==> config.mk <==
export PLATFORM = sky130hd
export DESIGN_NAME = bresenham_stepper
export DESIGN_NICKNAME = d
export VERILOG_FILES = /design/src/rtl/bresenham_stepper.sv
export SDC_FILE = /design/constraint.sdc
export NUM_CORES = 1
export LEC_CHECK = 0
export BUFFER_PORTS_ARGS = -buffer_cell sky130_fd_sc_hd__buf_2
export CORE_MARGIN = 5
export CORE_UTILIZATION = 60
export DETAILED_ROUTE_END_ITERATION = 7
export PLACE_DENSITY = 0.82
export SYNTH_ARGS = -nofsm -noshare
export SYNTH_HDL_FRONTEND = slang
export SYNTH_SLANG_ARGS = --single-unit
==> constraint.sdc <==
create_clock -name clk -period 6.5 [get_ports clk]
set_input_delay 1.3 -clock clk [delete_from_list [all_inputs] [get_ports clk]]
set_output_delay 1.3 -clock clk [all_outputs]
set_load 0.03 [all_outputs]
==> src/rtl/bresenham_stepper.sv <==
// bresenham_stepper: walks an octant-0 Bresenham ray, maps each step back to its true octant and streams grid cells.
module bresenham_stepper #(
  parameter int COORD_W = 16,
  parameter int LEN_W = 16
) (
  input  logic                      clk,
  input  logic                      rst_n,
  input  logic                      cmd_valid,
  output logic                      cmd_ready,
  input  logic signed [COORD_W-1:0] start_x,
  input  logic signed [COORD_W-1:0] start_y,
  input  logic [LEN_W-1:0]          delta_major,
  input  logic [LEN_W-1:0]          delta_minor,
  input  logic                      flip_x,
  input  logic                      flip_y,
  input  logic                      flip_identity,
  output logic                      cell_valid,
  input  logic                      cell_ready,
  output logic signed [COORD_W-1:0] cell_x,
  output logic signed [COORD_W-1:0] cell_y,
  output logic                      cell_last,
  output logic                      busy
);
  typedef enum logic {IDLE, RUN} state_t;
  state_t state, state_nx;
  logic [COORD_W-1:0] sx, sy, dx, dy;
  logic fx, fy, fi, accept, fire, step_v;
  logic [LEN_W-1:0] minor, major, rem, mn;
  logic [LEN_W:0] u, v, nu, nv;
  logic signed [LEN_W+1:0] err, err0, err_nx, two_min, two_maj;
  always_ff @(posedge clk)
    if (!rst_n) state <= IDLE;
    else state <= state_nx;
  always_comb begin
    state_nx = state;
    if (state == IDLE && cmd_valid) state_nx = RUN;
    else if (state == RUN && cell_ready && cell_last) state_nx = IDLE;
  end
  assign cmd_ready  = state == IDLE;
  assign cell_valid = state == RUN;
  assign busy       = state == RUN;
  assign accept     = cmd_valid && cmd_ready;
  assign fire       = cell_valid && cell_ready;
  assign mn         = delta_minor > delta_major ? delta_major : delta_minor;
  assign err0       = $signed({1'b0, mn, 1'b0}) - $signed({2'b00, delta_major});
  assign two_min    = $signed({1'b0, minor, 1'b0});
  assign two_maj    = $signed({1'b0, major, 1'b0});
  // err > 0 means the line has crossed the midpoint; ties stay on the current minor row
  assign step_v     = !err[LEN_W+1] && |err;
  assign err_nx     = step_v ? err + two_min - two_maj : err + two_min;
  assign nu         = u + (LEN_W+1)'(1);
  assign nv         = step_v ? v + (LEN_W+1)'(1) : v;
  always_comb begin
    dx = COORD_W'(fi ? nv : nu);
    dy = COORD_W'(fi ? nu : nv);
    dx = fx ? -dx : dx;
    dy = fy ? -dy : dy;
  end
  always_ff @(posedge clk)
    if (!rst_n) begin
      {sx, sy, fx, fy, fi, minor, major, rem, u, v, err} <= '0;
      cell_x <= '0;
      cell_y <= '0;
      cell_last <= 1'b0;
    end else if (accept) begin
      sx <= start_x;
      sy <= start_y;
      fx <= flip_x;
      fy <= flip_y;
      fi <= flip_identity;
      minor <= mn;
      major <= delta_major;
      rem <= delta_major;
      u <= '0;
      v <= '0;
      err <= err0;
      cell_x <= start_x;
      cell_y <= start_y;
      cell_last <= delta_major == '0;
    end else if (fire && !cell_last) begin
      u <= nu;
      v <= nv;
      err <= err_nx;
      rem <= rem - LEN_W'(1);
      cell_x <= sx + dx;
      cell_y <= sy + dy;
      cell_last <= rem == LEN_W'(1);
    end
endmodule
==> summary.md <==
| Metric | Value |
|---|---|
| Hold buffer count at CTS | `0` |
| Arr. time, crit path | `slightly below 6 ns` |
| Worst-Skew Late Latency | `0.44 ns` |
| Ys Warns | `0` |
| Area delta synth->final | `10.4%` |
| Power Dens Cells | `249 nW/um2` |
| # fillers | `1766` |
| Hold depth | `2` |
| Flop-to-flop setup slack | `0.99 ns` |
| Worst r2r dst | `cell_x[14]` |
| Die width | `153 um` |
| Global-route wire length before repair | `54.4 mm` |
| Core Region | `20200 um2` |
| Vias in the first global route | `approximately 11000` |
| Netlist Area Pre-Place | `12200 um2` |
| Via count | `12006` |
| Largest area contributor in the netlist | `dfxtp_1` |
| Finished Layout Cells | `between 1500 and 2000` |
| Root buffer cell | `clkbuf_16` |
| GRT Util Overall | `between 20% and 30%` |
| Final Util | `66.8%` |
| First-pass DRT Iterations | `6` |
| Seq/Total Area, Yosys | `27.4%` |
| RR Startpoint | `err[1]` |
| Total grt overflow | `0` |
| Io pins | `roughly 110` |
| Final antenna-violating net count | `0` |
| Most frequent cells in the layout | `nand2_1 (267), dfxtp_1 (167), a21oi_1 (154), nor2_1 (135), buf_2 (106)` |
| Clock-pin slew on the worst setup and hold paths | `0.06 ns` |
| Status | `finished clean` |
| Critical Path Source Type | `primary input` |
| CTS tree | `yes` |
| Asr flop ratio synth | `0%` |
| Synth Net Count | `1801` |
| Distinct cells, synth | `73` |
| Max cap viols | `0` |
| Lkg Pwr | `5.60 nW` |
| Die Y | `153 um` |
| DR WL/cell | `16.9 um` |
| Synth top area share | `27.4%` |
| Final setup TNS | `0 ns` |
| Dpl hpwl | `24.4 mm` |
| Critical path capture point type | `register` |
| Die footprint | `23300 um2` |
| Yosys reg bits | `167` |
| RSZ-0062 raised after global routing | `no` |
| Total power draw | `0.00335 W` |
| Worst Hold Class | `register to register` |
| Initial DRC Count | `970` |
| Hold Path End | `major[12]` |
| Final WL | `approximately 33 mm` |
| CP Class | `primary input to register` |
| # DRC | `0` |
| Peak Freq | `177 MHz` |
| Multi-input gate area | `8360 um2` |
| Clock buffer depth | `2` |
| N_diodes | `0` |
| Final Hold Viols | `0` |
| Tmin final | `about 5.6 ns` |
| Clk_skew | `0.00997 ns` |
| Register area | `3340 um2` |
| Relative slew slack | `~5.6%` |
| CTS sink count | `167` |
| Post_cts resized | `0` |
| Gp weighted congestion | `0.927` |
| Synthesized instance count | `1620` |
| Worst Path Max Fanout | `10` |
| Syn_area_per_cell | `7.54 um2` |
| Worst slew pin tran | `1.40 ns` |
| Post-Place Cells | `1928` |
| Final Cycle Share | `86.7%` |
| Layout Nets | `1858` |
| Post-CTS setup buffers | `0` |
| Final Setup Violations | `0` |
| PnR worst setup slack | `approximately 0.86 ns` |
| Largest cells by area after synthesis | `dfxtp_1 (27%), ha_1 (11%), nand2_1 (8.2%), a21oi_1 (6.3%), xnor2_1 (6.2%)` |
| CP Data Required Time | `roughly 6.8 ns` |
| Post-synth EDFFs | `0` |
| Most common cell after layout, fill and taps aside | `nand2_1` |
| Slew Limit Fails | `0` |
| Min-delay src | `major[12]` |
| Initial Utilization | `between 60% and 70%` |
| Htree depth | `4` |
| R2R depth | `18` |
| Ys flop type | `dfxtp_1` |
| Peak supply drop | `0.201 mV` |
| Clock buffer count from CTS | `17` |
| Row count | `52` |
| Initial antenna violation count | `0` |
| Post-place setup slack | `approximately 0.57 ns` |
| Pin count of the biggest net entering global routing | `92` |
| Routed vias/inst | `6.13` |
| Port bufs | `106` |
| Share of cells above drive strength 1 | `10.5%` |
==> cell usage after synthesis, drive strengths merged (7+ instances only) <==
| library cell | count |
|---|---|
| and2 | 10 |
| a21o | 22 |
| nor4 | 12 |
| a21oi | 154 |
| or2 | 12 |
| nand2 | 269 |
| a211oi | 18 |
| a31oi | 25 |
| and3 | 12 |
| xnor2 | 87 |
| o221ai | 8 |
| inv | 60 |
| o31ai | 9 |
| dfxtp | 167 |
| nand4 | 16 |
| nand3 | 33 |
| o2111ai | 11 |
| ha | 105 |
| clkbuf | 64 |
| o211ai | 23 |
| a21boi | 7 |
| or3 | 26 |
| o21ai | 96 |
| mux2i | 20 |
| xor2 | 54 |
| buf | 16 |
| nor3 | 38 |
| a311oi | 7 |
| nor2b | 21 |
| o21a | 11 |
| nor2 | 137 |
==> routing by layer <==
layer  wire (um)  track usage, %  share of wire, %
met1       14800            37.7                45
met2       15200            44.4                46
met3        2340            4.52               7.1
met4         868            9.89               2.6
met5           0               0                 0
==> registers in the layout (all words and copies together) (netlist names), 16 cells and up <==
signal,flops
err,18
minor,16
u,16
major,16
rem,16
sx,16
cell_x,16
v,16
cell_y,16
sy,16
==> worst max path at each step <==
stage / to / cells past startpoint / startpoint
after CTS: err[16] / 19 / delta_major[15]
after global placement: err[15] / 22 / delta_major[1]
after floorplan: err[15] / 21 / delta_major[15]
final: err[16] / 19 / delta_major[15]
after global routing: err[15] / 20 / delta_major[15]
after detailed placement: err[15] / 22 / delta_major[1]
==> layout make-up <==
type	instances	area share [%]
Clock buffer	21	3.34
Clock inverter	11	1.10
Inverter	60	1.68
Multi-Input combinational cell	1313	62.0
Sequential cell	167	24.8
Tap cell	270	2.51
Timing Repair Buffer	118	4.60
==> metrics by stage <==
step	hold slack [ns]	instance area [um2]
3_5_place_dp	0.449	12900
6_report	0.456	13500
3_3_place_gp	0.444	12900
5_1_grt	0.474	13500
4_1_cts	0.458	13500
2_1_floorplan	0.436	12200
==> worst max-delay path: stages <==
cell and delay, ns:
buf_2 0.11, inv_1 0.06, ha_1 0.32, a22o_1 0.21
a2111oi_0 0.35, o21ai_0 0.24, o31ai_2 0.57, mux2i_1 0.24
fa_1 0.44, nor2b_1 0.18, o21ai_0 0.13, a21boi_0 0.47
o2111ai_1 0.29, a31oi_1 0.35, a211o_1 0.18, a21oi_1 0.07
xor2_1 0.16, o22ai_1 0.16, a211oi_1 0.06
==> power breakdown <==
part	switching [W]	leakage (nW)	internal, W
clock	0.000429	0.291	0.000616
combinational	0.000709	3.94	0.000445
sequential	0.0000583	1.37	0.00109
==> cells by family after synthesis <==
| family | after synthesis | share of synthesized area [%] |
|---|---|---|
| AO/OA/AOI/OAI | 435 | 22.4 |
| flip-flops | 167 | 27.4 |
| multiplexers | 21 | 1.73 |
| AND/OR/NAND/NOR | 606 | 22.4 |
| adder cells (fa/ha/maj) | 110 | 11.6 |
| XOR/XNOR | 141 | 10.1 |
| buffers and inverters | 140 | 4.46 |
Note: power is estimated with default switching activity, not from simulation.
